**src/rtl/fp_pkg.sv**
```systemverilog
`default_nettype none
// ============================================================================
// Module      : fp_pkg
// Description : binary32 field constants and the operand class type.
// Revision    : 1.0
// ============================================================================
package fp_pkg;

  typedef enum logic [2:0] {
    ZERO    = 3'd0,
    SUBNORM = 3'd1,
    NORMAL  = 3'd2,
    INF     = 3'd3,
    QNAN    = 3'd4,
    SNAN    = 3'd5
  } fp_class_t;

  localparam int          EXP_MSB   = 30;
  localparam int          EXP_LSB   = 23;
  localparam int          FRAC_W    = 23;
  localparam logic [7:0]  EXP_ALL1  = 8'hFF;
  localparam logic [31:0] CANON_NAN = 32'h7FC00000;

  // Product is fixed by the class alone (NaN, inf or zero result).
  function automatic logic is_special_class(input fp_class_t c);
    return (c == ZERO) || (c == INF) || (c == QNAN) || (c == SNAN);
  endfunction

endpackage : fp_pkg
`default_nettype wire

```
**src/rtl/fp_mul_operand_queue_if.sv**
```systemverilog
`default_nettype none
// ============================================================================
// Module      : fp_mul_operand_queue_if
// Description : Producer/consumer bundle of the multiplier operand queue.
// Revision    : 1.0
// ============================================================================
interface fp_mul_operand_queue_if #(
  parameter int DEPTH = 4
);
  import fp_pkg::*;

  localparam int PTR_W = $clog2(DEPTH);

  logic            in_valid;
  logic            in_ready;
  logic [31:0]     in_a;
  logic [31:0]     in_b;
  logic            out_valid;
  logic            out_ready;
  logic [31:0]     out_a;
  logic [31:0]     out_b;
  fp_class_t       out_a_class;
  fp_class_t       out_b_class;
  logic            out_special;
  logic [PTR_W:0]  level;
  logic            flag_invalid;
  logic            flag_snan;
  logic            flag_clr;

  modport slave (
    input  in_valid, in_a, in_b, out_ready, flag_clr,
    output in_ready, out_valid, out_a, out_b, out_a_class, out_b_class,
           out_special, level, flag_invalid, flag_snan
  );

  modport master (
    output in_valid, in_a, in_b, out_ready, flag_clr,
    input  in_ready, out_valid, out_a, out_b, out_a_class, out_b_class,
           out_special, level, flag_invalid, flag_snan
  );

endinterface : fp_mul_operand_queue_if
`default_nettype wire

```
**src/rtl/fp_classify.sv**
```systemverilog
`default_nettype none
// ============================================================================
// Module      : fp_classify
// Description : Combinational IEEE-754 binary32 operand classifier.
// Revision    : 1.0
// ============================================================================
module fp_classify
  import fp_pkg::*;
(
  input  wire logic [31:0] i_data,
  output fp_class_t        o_class
);

  logic [7:0]        w_exp;
  logic [FRAC_W-1:0] w_frac;
  logic              w_unused_sign;

  assign w_exp         = i_data[EXP_MSB:EXP_LSB];
  assign w_frac        = i_data[FRAC_W-1:0];
  assign w_unused_sign = i_data[31];

  // Quiet/signalling is decided by the top fraction bit once exp is all ones.
  always_comb begin
    o_class = NORMAL;
    if (w_exp == 8'd0) begin
      o_class = (w_frac == '0) ? ZERO : SUBNORM;
    end else if (w_exp == EXP_ALL1) begin
      if (w_frac == '0)             o_class = INF;
      else if (w_frac[FRAC_W-1])    o_class = QNAN;
      else                          o_class = SNAN;
    end
  end

endmodule : fp_classify
`default_nettype wire

```
**src/rtl/fp_mul_operand_queue.sv**
```systemverilog
`default_nettype none
// ============================================================================
// Module      : fp_mul_operand_queue
// Description : Show-ahead operand FIFO with per-operand class and sticky flags.
// Revision    : 1.0
// ============================================================================
module fp_mul_operand_queue
  import fp_pkg::*;
#(
  parameter int DEPTH = 4
) (
  input  wire logic               clk,
  input  wire logic               rst_n,
  fp_mul_operand_queue_if.slave   q
);

  localparam int             PTR_W  = $clog2(DEPTH);
  localparam logic [PTR_W:0] c_FULL = (PTR_W + 1)'(DEPTH);

  logic [PTR_W-1:0] r_wr_ptr;
  logic [PTR_W-1:0] r_rd_ptr;
  logic [PTR_W:0]   r_level;
  logic             r_flag_invalid;
  logic             r_flag_snan;

  logic [31:0]      r_mem_a  [DEPTH];
  logic [31:0]      r_mem_b  [DEPTH];
  fp_class_t        r_mem_ac [DEPTH];
  fp_class_t        r_mem_bc [DEPTH];

  fp_class_t        w_a_class;
  fp_class_t        w_b_class;
  logic             w_in_ready;
  logic             w_out_valid;
  logic             w_push;
  logic             w_pop;
  logic             w_a_nan;
  logic             w_b_nan;
  logic             w_inf_zero;
  logic             w_set_invalid;
  logic             w_set_snan;

  fp_classify u_cls_a (.i_data(q.in_a), .o_class(w_a_class));
  fp_classify u_cls_b (.i_data(q.in_b), .o_class(w_b_class));

  // in_ready depends on registered level only; a full queue stalls one cycle.
  assign w_in_ready  = (r_level != c_FULL);
  assign w_out_valid = (r_level != '0);
  assign w_push      = q.in_valid && w_in_ready;
  assign w_pop       = w_out_valid && q.out_ready;

  assign w_a_nan       = (w_a_class == QNAN) || (w_a_class == SNAN);
  assign w_b_nan       = (w_b_class == QNAN) || (w_b_class == SNAN);
  assign w_inf_zero    = ((w_a_class == INF) && (w_b_class == ZERO)) ||
                         ((w_a_class == ZERO) && (w_b_class == INF));
  assign w_set_invalid = w_push && (w_a_nan || w_b_nan || w_inf_zero);
  assign w_set_snan    = w_push && ((w_a_class == SNAN) || (w_b_class == SNAN));

  always_ff @(posedge clk or negedge rst_n) begin
    if (!rst_n) begin
      r_wr_ptr       <= '0;
      r_rd_ptr       <= '0;
      r_level        <= '0;
      r_flag_invalid <= 1'b0;
      r_flag_snan    <= 1'b0;
    end else begin
      if (w_push) r_wr_ptr <= r_wr_ptr + 1'b1;
      if (w_pop)  r_rd_ptr <= r_rd_ptr + 1'b1;

      case ({w_push, w_pop})
        2'b10:   r_level <= r_level + 1'b1;
        2'b01:   r_level <= r_level - 1'b1;
        default: r_level <= r_level;
      endcase

      // A set condition in the same cycle as a clear takes priority.
      if (w_set_invalid)   r_flag_invalid <= 1'b1;
      else if (q.flag_clr) r_flag_invalid <= 1'b0;

      if (w_set_snan)      r_flag_snan <= 1'b1;
      else if (q.flag_clr) r_flag_snan <= 1'b0;
    end
  end

  // Storage carries no reset; only the control state defines validity.
  always_ff @(posedge clk) begin
    if (w_push) begin
      r_mem_a[r_wr_ptr]  <= q.in_a;
      r_mem_b[r_wr_ptr]  <= q.in_b;
      r_mem_ac[r_wr_ptr] <= w_a_class;
      r_mem_bc[r_wr_ptr] <= w_b_class;
    end
  end

  assign q.in_ready     = w_in_ready;
  assign q.out_valid    = w_out_valid;
  assign q.out_a        = r_mem_a[r_rd_ptr];
  assign q.out_b        = r_mem_b[r_rd_ptr];
  assign q.out_a_class  = r_mem_ac[r_rd_ptr];
  assign q.out_b_class  = r_mem_bc[r_rd_ptr];
  assign q.out_special  = is_special_class(r_mem_ac[r_rd_ptr]) ||
                          is_special_class(r_mem_bc[r_rd_ptr]);
  assign q.level        = r_level;
  assign q.flag_invalid = r_flag_invalid;
  assign q.flag_snan    = r_flag_snan;

endmodule : fp_mul_operand_queue
`default_nettype wire

```
**src/flat_wrapper.sv**
```systemverilog
// flat-port wrapper written by rule: the top's interface ports become plain ports
module fp_mul_operand_queue_flat import fp_pkg::*;
#(
  parameter int DEPTH = 4
)
  (clk, rst_n, q_in_valid, q_in_a, q_in_b, q_out_ready, q_flag_clr, q_in_ready, q_out_valid, q_out_a, q_out_b, q_out_a_class, q_out_b_class, q_out_special, q_level, q_flag_invalid, q_flag_snan);
  fp_mul_operand_queue_if #(.DEPTH(DEPTH)) q_i ();
  input  wire logic clk;
  input  wire logic rst_n;
  input wire logic [$bits(q_i.in_valid)-1:0] q_in_valid;
  input wire logic [$bits(q_i.in_a)-1:0] q_in_a;
  input wire logic [$bits(q_i.in_b)-1:0] q_in_b;
  input wire logic [$bits(q_i.out_ready)-1:0] q_out_ready;
  input wire logic [$bits(q_i.flag_clr)-1:0] q_flag_clr;
  output wire logic [$bits(q_i.in_ready)-1:0] q_in_ready;
  output wire logic [$bits(q_i.out_valid)-1:0] q_out_valid;
  output wire logic [$bits(q_i.out_a)-1:0] q_out_a;
  output wire logic [$bits(q_i.out_b)-1:0] q_out_b;
  output wire logic [$bits(q_i.out_a_class)-1:0] q_out_a_class;
  output wire logic [$bits(q_i.out_b_class)-1:0] q_out_b_class;
  output wire logic [$bits(q_i.out_special)-1:0] q_out_special;
  output wire logic [$bits(q_i.level)-1:0] q_level;
  output wire logic [$bits(q_i.flag_invalid)-1:0] q_flag_invalid;
  output wire logic [$bits(q_i.flag_snan)-1:0] q_flag_snan;
  assign q_i.in_valid = q_in_valid;
  assign q_i.in_a = q_in_a;
  assign q_i.in_b = q_in_b;
  assign q_i.out_ready = q_out_ready;
  assign q_i.flag_clr = q_flag_clr;
  assign q_in_ready = q_i.in_ready;
  assign q_out_valid = q_i.out_valid;
  assign q_out_a = q_i.out_a;
  assign q_out_b = q_i.out_b;
  assign q_out_a_class = q_i.out_a_class;
  assign q_out_b_class = q_i.out_b_class;
  assign q_out_special = q_i.out_special;
  assign q_level = q_i.level;
  assign q_flag_invalid = q_i.flag_invalid;
  assign q_flag_snan = q_i.flag_snan;
  fp_mul_operand_queue #(.DEPTH(DEPTH)) u_core (.clk(clk), .rst_n(rst_n), .q(q_i));
endmodule
```
**config.mk**
```make
export PLATFORM = sky130hd
export DESIGN_NAME = fp_mul_operand_queue_flat
export DESIGN_NICKNAME = d
export VERILOG_FILES = /design/src/rtl/fp_pkg.sv /design/src/rtl/fp_mul_operand_queue_if.sv /design/src/rtl/fp_classify.sv /design/src/rtl/fp_mul_operand_queue.sv /design/src/flat_wrapper.sv
export SDC_FILE = /design/constraint.sdc
export NUM_CORES = 1
export LEC_CHECK = 0
export BUFFER_PORTS_ARGS = -buffer_cell sky130_fd_sc_hd__buf_2
export CAP_MARGIN = 20
export CORE_MARGIN = 8
export CORE_UTILIZATION = 42
export CTS_CLUSTER_SIZE = 30
export DETAILED_ROUTE_END_ITERATION = 6
export SLEW_MARGIN = 20
export SYNTH_ARGS = -nofsm -noshare
export SYNTH_HDL_FRONTEND = slang
export SYNTH_SLANG_ARGS = --single-unit
```
**constraint.sdc**
```tcl
create_clock -name clk -period 7.6 [get_ports clk]
set_input_delay 0.38 -clock clk [delete_from_list [all_inputs] [get_ports clk]]
set_output_delay 0.38 -clock clk [all_outputs]
set_load 0.01 [all_outputs]
```
==> results of run 1 <==
## registers in the layout, indices dropped and copies added (netlist names)
register,flops
u_core.q.flag_invalid,1
u_core.q.flag_snan,1
u_core.q.level,3
u_core.r_mem_a,128
u_core.r_mem_ac,12
u_core.r_mem_b,128
u_core.r_mem_bc,12
u_core.r_rd_ptr,2
u_core.r_wr_ptr,2
## metrics by stage
stage	hold slack, ns	utilization, %	setup slack (ns)	total power, W
after floorplan	0.0844	-	4.75	0.00316
after detailed placement	0.248	46.9	4.61	0.00376
final	0.0662	51.1	4.18	0.00520
after global routing	0.0452	51.1	3.91	0.00545
after CTS	0.0396	51.0	4.03	0.00529
after global placement	0.236	46.5	4.64	0.00369
## final timing paths
kind / startpoint / end / slack, ns
setup / recovery: u_core.r_rd_ptr[0] / q_out_a[14] / 4.18
min in group asynchronous: rst_n / u_core.q.level[2] / 0.22
hold / removal: q_in_b[31] / u_core.r_mem_b[0][31] / 0.07
max in group asynchronous: rst_n / u_core.r_rd_ptr[0] / 7.17
setup reg to reg: u_core.q.level[0] / u_core.q.level[2] / 5.17
hold reg to reg: u_core.q.level[2] / u_core.q.level[2] / 0.52
## final cells by class
type / count / area [sq um] / area share, %
Clock buffer: 34 / 787 / 5.99
Sequential cell: 289 / 8640 / 65.8
Multi-Input combinational cell: 146 / 2110 / 16.1
Timing Repair Buffer: 153 / 886 / 6.75
Antenna cell: 1 / 2.50 / 0.0191
Inverter: 8 / 30.0 / 0.229
Tap cell: 335 / 419 / 3.19
Clock inverter: 21 / 258 / 1.96
## power breakdown
group	leakage (nW)	total [W]	internal (W)	switching [W]
Combinational	1.27	0.00142	0.000675	0.000741
Sequential	2.69	0.00225	0.00209	0.000161
Clock	0.512	0.00153	0.000944	0.000582
## cells by family (layout without fill, tap and decap cells)
kind of cell               after synthesis  in the layout  share of synthesized area (%)
other                                    0              1                              0
muxes                                   71             71                           14.6
AOI/OAI and AO/OA                        8              8                          0.530
and+or+nand+nor                         53             53                           2.69
buffers and inverters                   24            216                           1.21
DFF                                    289            289                           79.5
xor gates and xnor gates                 8              8                          0.646
adders and majority gates                6              6                          0.761
## critical path, cell delays in order, from the launching register on
cell     delay, ns
dfrtp_4       0.97
buf_4         0.69
mux4_2        0.61
buf_2         0.16
## cells in the final DEF (no fill, tap or decap), drive strengths merged, types with 2 or more instances in the layout
master / count
xnor2: 5
inv: 9
clkbuf: 34
nand2: 7
bufinv: 6
and2: 4
buf: 152
clkinv: 13
o21ai: 3
edfxtp: 280
ha: 5
mux4: 70
nor3: 5
dfrtp: 9
nand2b: 2
xor2: 3
or3: 3
nand4: 6
and3: 4
nor4: 14
nor2: 6
## layer usage
| layer | GRT usage, % | vias up | routed length, um |
|---|---|---|---|
| li1 | - | 2305 | - |
| met5 | 0 | - | 19 |
| met2 | 23.4 | 149 | 10800 |
| met4 | 4.24 | 4 | 456 |
| met1 | 18.5 | 2689 | 9330 |
| met3 | 3.14 | 41 | 1400 |
==> run summary, run 1 <==
* **run status** finished clean
* **die footprint** 0.0312 sq mm
* **number of global-route vias before repair** 5840
* **post-detailed-routing wire length** 22000 um
* **DRT Pass-1 Iters** 4
* **reg2reg path depth** 10
* **top cells by area in the synthesized netlist** edfxtp_1, mux4_2, dfrtp_1, nor4_1, ha_1
* **endpoint arrival time on the critical path** 3.04 ns
* **cell area after synthesis** 0.0109 sq mm
* **Core ar.** 0.0257 sq mm
* **power density over cell area** 396 mW/mm^2
* **die extent in y** 177 um
* **Max-slew headroom** 45.7%
* **Initial Utilization** 42.2%
* **worst-path fanout max** 39
* **Max Clock Skew** 0.0125 ns
* **H-Tree Depth** 1
* **count of flip-flops with a built-in enable after synthesis** 280
* **placer congestion estimate** 0.709
* **Final period util** 45.0%
* **Post-Synthesis Mean Instance Area** 23.6 sq um
* **Fin Setup TNS** 0 ns
* **Async SR Flop Fraction** 3.11%
* **number of synthesized register bits** 289
* **root buffer cell** clkbuf_16
* **ys flop type** edfxtp_1
* **Max IR drop VDD** 0.000234 V
* **placement-stage cell area** 0.0120 sq mm
* **cell leakage power** 4.47 nW
* **post-route insts no fill** 987
* **number of endpoints with negative hold slack in the final report** 0
* **proportion of synthesized chip area in sequential cells** 79.5%
* **Layout Cell Area excl Fill** 0.0131 sq mm
* **post-synthesis net count** 534
* **average routed wire per standard cell** 22.3 um
* **classification of the worst setup path** reg -> out
* **Min-Delay Path Class** in -> reg
* **number of nets in the finished design** 704
* **initial drt markers** 381
* **via-per-instance ratio** 5.26
* **buffer depth of the longest clock path** 3
* **Boundary Pins** 147
* **Gate Count Post-Synth** 459
* **slew of the pin with the lowest slew margin** 0.814 ns
* **antenna-violating nets left** 0
* **clock transition at the registers of the reported paths** 0.06 ns
* **post-DP HPWL** 14000 um
* **critical path startpoint category** register
* **Worst EP required** 7.22 ns
* **layout overhead on the synthesized area** 21.0%
* **maximum number of pins on one net before global-route repair** 72
* **CTS tree** built
* **die extent in x** 177 um
* **via count** 5188
* **number of clock sinks** 289
* **maximum clock frequency** 0.293 GHz
* **pins over their slew limit** 0
* **number of cells after detailed placement** 929
* **number of buffers inserted by post-CTS setup repair** 0
* **std cell rows** 59
* **RSZ-0062 raised after global routing** false
* **count of yosys warnings during synthesis** 0
* **number of inserted filler cells in the final layout** 2048
* **post-cts hold buffer count** 1
* **wire length of the first global-routing pass** 34000 um
* **sum of overflow across all layers after global routing** 0
* **ratio of cells with drive above 1 in the final layout** 42.2%
* **max-cap violation count** 0
* **number of instances resized during post-cts repair** 0
* **number of instances on the worst hold path** 1
* **antenna violations before repair** 2
* **most frequent cell after synthesis** edfxtp_1
* **post-synthesis cell type with the largest combined area** edfxtp_1
* **final worst path period need** 3.42 ns
* **total clock buffers created by CTS** 31
* **Finish-stage setup viols** 0
* **commonest cells in the synthesized netlist** edfxtp_1, mux4_2, nor4_1, buf_2, dfrtp_1
* **port bufs** 146
* **number of remaining DRC errors** 0
* **global-route usage over all layers** 14.2%
* **insertion delay to the later sink of the worst-skew pair** 0.54 ns
* **fraction of post-synthesis cell area in the top cell type by area** 77.5%
* **kind of end point of the critical path** output pin
* **number of distinct library cell variants in the gate-level netlist after synthesis** 31
No activity file was read; power rests on OpenSTA's default activity.
==> inputs of run 2 (changes only) <==
==> constraint.sdc (replaced) <==
create_clock -name clk -period 2.8 [get_ports clk]
set_input_delay 0.14 -clock clk [delete_from_list [all_inputs] [get_ports clk]]
set_output_delay 0.14 -clock clk [all_outputs]
set_load 0.01 [all_outputs]
==> run 2 against run 1 <==
Count of clock-buffer cells in the layout increased by 2. Clock skew decreased by 0.0035 ns. Critical path type unchanged. Register-to-register slack got worse by 4.8 ns. Largest cell class unchanged. Core utilization grew 2.6 points.
==> run summary, run 2 (same netlist as run 1, synthesis figures left out) <==
* **number of global-route vias before repair** 6035, +3.3%
* **Max-slew headroom** 63.6%, +18 points
* **sum of overflow across all layers after global routing** 0, unchanged
* **chain of cells forming the critical path** buf_4 -> mux4_2 -> buf_2
* **final worst hold slack** 0.161 ns, +0.0944 ns
* **worst-path cell with the longest stage delay** dfrtp_4
* **power density over cell area** 1030 mW/mm^2, +160%
* **Finish-stage setup viols** 0, unchanged
* **total clock buffers created by CTS** 30, -3.2%
* **net switching share of the total power** 28.7%, +0.18 points
* **H-Tree Depth** 1, unchanged
* **critical path startpoint category** register
* **critical path buffer and inverter count** 2, unchanged
* **Core ar.** 0.0257 sq mm, unchanged
* **maximum clock frequency** 0.398 GHz
* **DRT Pass-1 Iters** 5, +1
* **RSZ-0062 raised after global routing** false
* **pins over their slew limit** 0, unchanged
* **root buffer cell** clkbuf_16
* **antenna violations before repair** 0, -2
* **layout overhead on the synthesized area** 27.2%
* **via count** 5477, +5.6%
* **number of inserted filler cells in the final layout** 2028, -0.98%
* **ratio of cells with drive above 1 in the final layout** 38.6%, -3.6 points
* **run status** finished clean
* **max-cap violation count** 0, unchanged
* **commonest non-fill, non-tap cell in the layout** edfxtp_1
* **Boundary Pins** 147, unchanged
* **Worst EP required** 2.66 ns, -4.56 ns
* **post-DP HPWL** 14200 um, +1.8%
* **Final period util** 89.7%
* **initial drt markers** 318, -17%
* **antenna-violating nets left** 0, unchanged
* **Fin Setup TNS** 0 ns, unchanged
* **number of antenna repair diodes** 0, -1
* **maximum number of pins on one net before global-route repair** 40, -44%
* **classification of the worst setup path** reg -> out
* **Max Clock Skew** 0.00898 ns, -0.00349 ns
* **post-detailed-routing wire length** 22800 um, +3.3%
* **cell internal pwr** 0.0101 W, +170%
* **via-per-instance ratio** 5.17, -1.7%
* **Min-Delay Path Class** in -> reg
* **registers with the most flip-flops** u_core.r_mem_a: 128 flops, u_core.r_mem_b: 128 flops
* **Initial Utilization** 42.2%, unchanged
* **number of buffers inserted by post-CTS setup repair** 0, unchanged
* **clock network fraction of design power** 28.6%, -0.8 points
* **slew of the pin with the lowest slew margin** 0.546 ns, -0.268 ns
* **global-route usage over all layers** 14.6%, +0.49 points
* **share of power burned in combinational logic** 28.6%, +1.4 points
* **die footprint** 0.0312 sq mm, unchanged
* **std cell rows** 59, unchanged
* **Crit path largest cell delay** 0.71 ns, -0.26 ns
* **buffer depth of the longest clock path** 3, unchanged
* **CTS tree** built
* **number of nets in the finished design** 776, +10%
* **insertion delay to the later sink of the worst-skew pair** 0.53 ns, about the same
* **post-cts hold buffer count** 68, +67
* **average routed wire per standard cell** 21.5 um, -3.8%
* **port bufs** 146, unchanged
* **wire length of the first global-routing pass** 35400 um, +4.2%
* **number of remaining DRC errors** 0, unchanged
* **most used cells in the layout excluding fill and tap cells** edfxtp_1, buf_2, mux4_2, dlygate4sd3_1, clkbuf_16
* **die extent in y** 177 um, unchanged
* **cell family with the largest share of critical-path delay** flip-flops
* **final worst path period need** 2.51 ns
* **Seq pwr share** 42.8%, -0.6 points
* **kind of end point of the critical path** output pin
* **Max IR drop VDD** 0.000521 V, +120%
* **endpoint arrival time on the critical path** 2.37 ns, -0.67 ns
* **cell leakage power** 4.75 nW, +6.3%
* **number of instances resized during post-cts repair** 0, unchanged
* **worst-path fanout max** 20, -49%
* **P_sw** 0.00407 W, +170%
* **die extent in x** 177 um, unchanged
* **clock transition at the registers of the reported paths** 0.06 ns, about the same
* **placer congestion estimate** 0.737, +3.9%
* **number of clock sinks** 289, unchanged
* **number of endpoints with negative hold slack in the final report** 0, unchanged
[run 2: cell types whose count changed in the layout (fill, tap and decap cells not counted)]
cell / before / now
buf_12: 0 / 6
bufinv_16: 6 / 5
clkinv_4: 1 / 0
diode_2: 1 / 0
clkinvlp_4: 1 / 3
clkbuf_1: 3 / 5
inv_8: 0 / 1
dlygate4sd3_1: 1 / 68
inv_6: 1 / 0
buf_4: 1 / 6
buf_16: 5 / 0
clkinv_2: 6 / 5
[run 2: metal layers]
layer | wire (um) | share of wire (%) | GRT usage, % | vias to the layer above
met1 | 9720 | 43 | 19.2 | 2845
met3 | 1370 | 6.0 | 2.88 | 30
li1 | - | - | - | 2450
met2 | 11300 | 50 | 24.9 | 152
met4 | 318 | 1.4 | 3.43 | 0
met5 | 0 | 0 | 0 | -
[run 2: through the flow]
stage | instances | util (%) | setup slack (ns) | instance area, sq um | total power [W]
floorplan | 459 | - | 0.674 | 10900 | 0.00855
global placement | 936 | 47.1 | 0.647 | 12100 | 0.0102
detailed placement | 936 | 47.1 | 0.469 | 12100 | 0.0103
CTS | 1060 | 53.7 | 0.175 | 13800 | 0.0144
global route | 1060 | 53.7 | 0.102 | 13800 | 0.0148
finish | 1060 | 53.7 | 0.289 | 13800 | 0.0142
[run 2: worst min-delay path, stage by stage]
cell	delay, ns
buf_2	0.13
and2_0	0.29
xnor2_1	0.10
[run 2: cell type report]
type	instances	area, sq um	area share [%]
Timing Repair Buffer	226	1580	11.4
Clock buffer	36	795	5.76
Inverter	8	30.0	0.218
Tap cell	335	419	3.04
Multi-Input combinational cell	146	2110	15.3
Clock inverter	20	231	1.68
Sequential cell	289	8640	62.6
[run 2: final timing paths]
path	from	to	slack (ns)	depth (start not counted)
setup / recovery	u_core.r_rd_ptr[0]	q_out_a[28]	0.29	3
hold / removal	q_in_valid	u_core.r_wr_ptr[0]	0.16	3
setup reg to reg	u_core.q.level[0]	u_core.q.level[2]	0.37	10
hold reg to reg	u_core.q.level[2]	u_core.q.level[2]	0.55	1
max in group asynchronous	rst_n	u_core.r_rd_ptr[1]	1.83	3
min in group asynchronous	rst_n	u_core.r_wr_ptr[0]	0.63	3
[run 2: power groups by stage]
stage,combinational [W],clock (W),sequential (W)
after global placement,0.00405,0,0.00611
after detailed placement,0.00408,0,0.00618
after floorplan,0.00264,0,0.00591
final,0.00404,0.00405,0.00606
after CTS,0.00419,0.00414,0.00609
after global routing,0.00439,0.00430,0.00615
==> inputs of run 3 (changes only) <==
--- a/config.mk
+++ b/config.mk
@@ -14,4 +14,5 @@
 export SLEW_MARGIN = 20
 export SYNTH_ARGS = -nofsm -noshare
 export SYNTH_HDL_FRONTEND = slang
+export SYNTH_HIERARCHICAL = 1
 export SYNTH_SLANG_ARGS = --single-unit
==> constraint.sdc (replaced) <==
create_clock -name clk -period 2.2 [get_ports clk]
set_input_delay 0.11 -clock clk [delete_from_list [all_inputs] [get_ports clk]]
set_output_delay 0.11 -clock clk [all_outputs]
set_load 0.01 [all_outputs]
==> run 3 against run 2 <==
The run now ends with setup timing left. Highest routed layer is now met5. Sequential power up 25%. Final area rose by 2.6%. Count of clock-buffer cells in the layout down 1. Critical endpoint is now q_out_special. Core utilization rose by 1.2 points. Hold slack improved by 0.084 ns.
==> run summary, run 3 <==
* **H-Tree Depth** 1, unchanged
* **most frequent cell after synthesis** edfxtp_1
* **count of yosys warnings during synthesis** 6, +6
* **run status** finished, violations left
* **placer congestion estimate** 0.712, -3.4%
* **top cells by area in the synthesized netlist** edfxtp_1, mux4_2, dfrtp_1, nor4_2, ha_1
* **Crit path largest cell delay** 0.53 ns, -0.18 ns
* **Initial Utilization** 42.4%, +0.12 points
* **clock transition at the registers of the reported paths** 0.06 ns, about the same
* **fraction of post-synthesis cell area in the top cell type by area** 77.0%, -0.44 points
* **sum of overflow across all layers after global routing** 0, unchanged
* **number of synthesized register bits** 289, unchanged
* **port bufs** 146, unchanged
* **root buffer cell** clkbuf_16
* **number of nets in the finished design** 793, +2.2%
* **register cell area after layout** 0.00864 sq mm, unchanged
* **Fin Setup TNS** -0.308 ns, -0.308 ns
* **DRT Pass-1 Iters** 4, -1
* **Async SR Flop Fraction** 3.11%, unchanged
* **initial drt markers** 336, +5.7%
* **final worst hold slack** 0.244 ns, +0.0839 ns
* **die footprint** 0.0314 sq mm, +0.52%
* **final setup margin** -0.0500 ns, -0.339 ns
* **DP Worst Slack** -0.176 ns, -0.646 ns
* **area of combinational cells with multiple inputs** 0.00221 sq mm, +4.7%
* **Final period util** 102%
* **reg-to-reg setup timing slack** 0.14 ns, -0.23 ns
* **CTS tree** built
* **cell area after synthesis** 0.0109 sq mm, +0.58%
* **most used cells in the layout excluding fill and tap cells** edfxtp_1, buf_2, mux4_2, dlygate4sd3_1, clkbuf_16
* **endpoint arrival time on the critical path** 2.14 ns, -0.23 ns
* **number of remaining DRC errors** 0, unchanged
* **antenna-violating nets left** 0, unchanged
* **number of inserted filler cells in the final layout** 2003, -1.2%
* **commonest cells in the synthesized netlist** edfxtp_1, mux4_2, buf_2, dfrtp_1, inv_1
* **RSZ-0062 raised after global routing** true
* **slew of the pin with the lowest slew margin** 0.693 ns, +0.146 ns
* **Min-Delay Path Class** in -> reg
* **post-DP HPWL** 15200 um, +7.3%
* **classification of the worst setup path** reg -> out
* **worst-path cell with the longest stage delay** mux4_2
* **Gate Count Post-Synth** 456, -0.65%
* **kind of end point of the critical path** output pin
* **Worst EP required** 2.09 ns, -0.57 ns
* **Core ar.** 0.0258 sq mm, +0.29%
* **Post-Synthesis Mean Instance Area** 23.9 sq um, +1.2%
* **post-route insts no fill** 1078, +1.7%
* **layout overhead on the synthesized area** 29.7%
* **ratio of cells with drive above 1 in the final layout** 42.8%, +4.2 points
* **post-detailed-routing wire length** 23600 um, +3.7%
* **final worst path period need** 2.25 ns
* **insertion delay to the later sink of the worst-skew pair** 0.55 ns, +0.02 ns
* **worst-path fanout max** 6, -70%
* **via count** 5594, +2.1%
* **critical path buffer and inverter count** 2, unchanged
* **Boundary Pins** 147, unchanged
* **buffer depth of the longest clock path** 3, unchanged
* **ys flop type** edfxtp_1
* **number of cells after detailed placement** 945, +0.96%
* **Final Core Density** 55.0%, +1.2 points
* **std cell rows** 59, unchanged
* **antenna violations before repair** 1, +1
* **number of global-route vias before repair** 6205, +2.8%
* **maximum clock frequency** 0.444 GHz
* **wire length of the first global-routing pass** 36500 um, +3.0%
* **total clock buffers created by CTS** 31, +3.3%
* **Max IR drop VDD** 0.000893 V, +71%
* **number of clock sinks** 289, unchanged
* **post-synthesis cell type with the largest combined area** edfxtp_1
* **die extent in y** 177 um, +0.26%
* **chain of cells forming the critical path** buf_12 -> mux4_2 -> nand2b_4 -> xnor2_2 -> nand2_1 -> buf_2
* **count of flip-flops with a built-in enable after synthesis** 280, unchanged
* **Max Clock Skew** 0.00673 ns, -0.00225 ns
* **post-synthesis net count** 531, -0.56%
* **max-cap violation count** 0, unchanged
* **maximum number of pins on one net before global-route repair** 33, -18%
* **pins over their slew limit** 0, unchanged
* **cell family with the largest share of critical-path delay** multiplexers
* **commonest non-fill, non-tap cell in the layout** edfxtp_1
* **via-per-instance ratio** 5.19, +0.43%
* **global-route usage over all layers** 15.1%, +0.47 points
* **average routed wire per standard cell** 21.9 um, +1.9%
* **power density over cell area** 1300 mW/mm^2, +27%
* **violations in the final reports** setup timing
* **Finish-stage setup viols** 16, +16
* **cell leakage power** 4.92 nW, +3.7%
* **number of antenna repair diodes** 0, unchanged
* **Max-slew headroom** 53.4%, -10 points
* **registers with the most flip-flops** u_core/r_mem_a: 128 flops, u_core/r_mem_b: 128 flops
* **number of endpoints with negative hold slack in the final report** 0, unchanged
* **critical path startpoint category** register
* **number of distinct library cell variants in the gate-level netlist after synthesis** 34, +9.7%
* **proportion of synthesized chip area in sequential cells** 79.1%, -0.46 points
* **die extent in x** 177 um, +0.26%
run 3: cell types whose count changed after synthesis, moves of 3 or more:
cell / before / now
nand2_1: 7 / 4
nor4_1: 14 / 6
nor4_2: 0 / 8
nor3_1: 5 / 2
nor2_1: 6 / 3
a31oi_1: 0 / 5
run 3: worst min-delay path, cell delays in order:
cell and delay, ns:
buf_2 0.14, o21ai_0 0.18, buf_4 0.19
run 3: worst paths after layout:
kind                                    startpoint                    end  cells after the start
worst max-delay path            u_core/r_rd_ptr[0]          q_out_special                      6
worst min-delay path                    q_in_b[22]  u_core/r_mem_bc[1][0]                      3
worst max register to register   u_core/q.level[0]      u_core/q.level[2]                     10
worst min register to register   u_core/q.level[0]      u_core/q.level[0]                      1
max in group asynchronous                    rst_n     u_core/r_rd_ptr[0]                      3
min in group asynchronous                    rst_n      u_core/q.level[1]                      3
run 3: logic make-up after synthesis:
kind of cell	Yosys count	share of synthesized area [%]
flip-flops	289	79.1
adder cells (fa/ha/maj)	6	0.757
buffers and inverters	25	1.24
AND/OR/NAND/NOR	42	2.74
XOR/XNOR	8	0.642
AO/OA/AOI/OAI	14	0.894
multiplexers	72	14.6
run 3: timing repair:
| item | CTS | global route |
|---|---|---|
| endpoints found under the setup margin | 65 | 68 |
| hold endpoints to repair | 270 | 0 |
| hold buffers | 69 | 0 |
| buffers inserted | 4 | 1 |
| resized for setup | 10 | 11 |
| pin swaps | 0 | 2 |
| cloned | 0 | 1 |
run 3: report_power, final:
group	switching [W]	total (W)	internal (W)
logic	0.00300	0.00582	0.00282
registers	0.000351	0.00760	0.00725
clock network	0.00209	0.00505	0.00296
total	0.00544	0.0185	0.0130
run 3: per-layer routing:
metal | global-route usage, % | routed length, um
met5 | 0 | 12
met4 | 3.57 | 476
met3 | 4.27 | 1640
met2 | 26.1 | 11800
met1 | 18.5 | 9640
run 3: metrics by stage:
step | cell area [sq um] | power, W
6_report | 14200 | 0.0185
4_1_cts | 14100 | 0.0186
5_1_grt | 14200 | 0.0194
2_1_floorplan | 10900 | 0.0109
3_5_place_dp | 12300 | 0.0132
3_3_place_gp | 12300 | 0.0131
run 3: final cells by class:
class / instances / area share [%]
repair buffers: 245 / 13.1
clock buffers: 35 / 5.58
well taps: 335 / 2.96
multi-input cells: 142 / 15.6
flip-flops and latches: 289 / 61.0
clock inverters: 23 / 1.54
inverters: 9 / 0.239
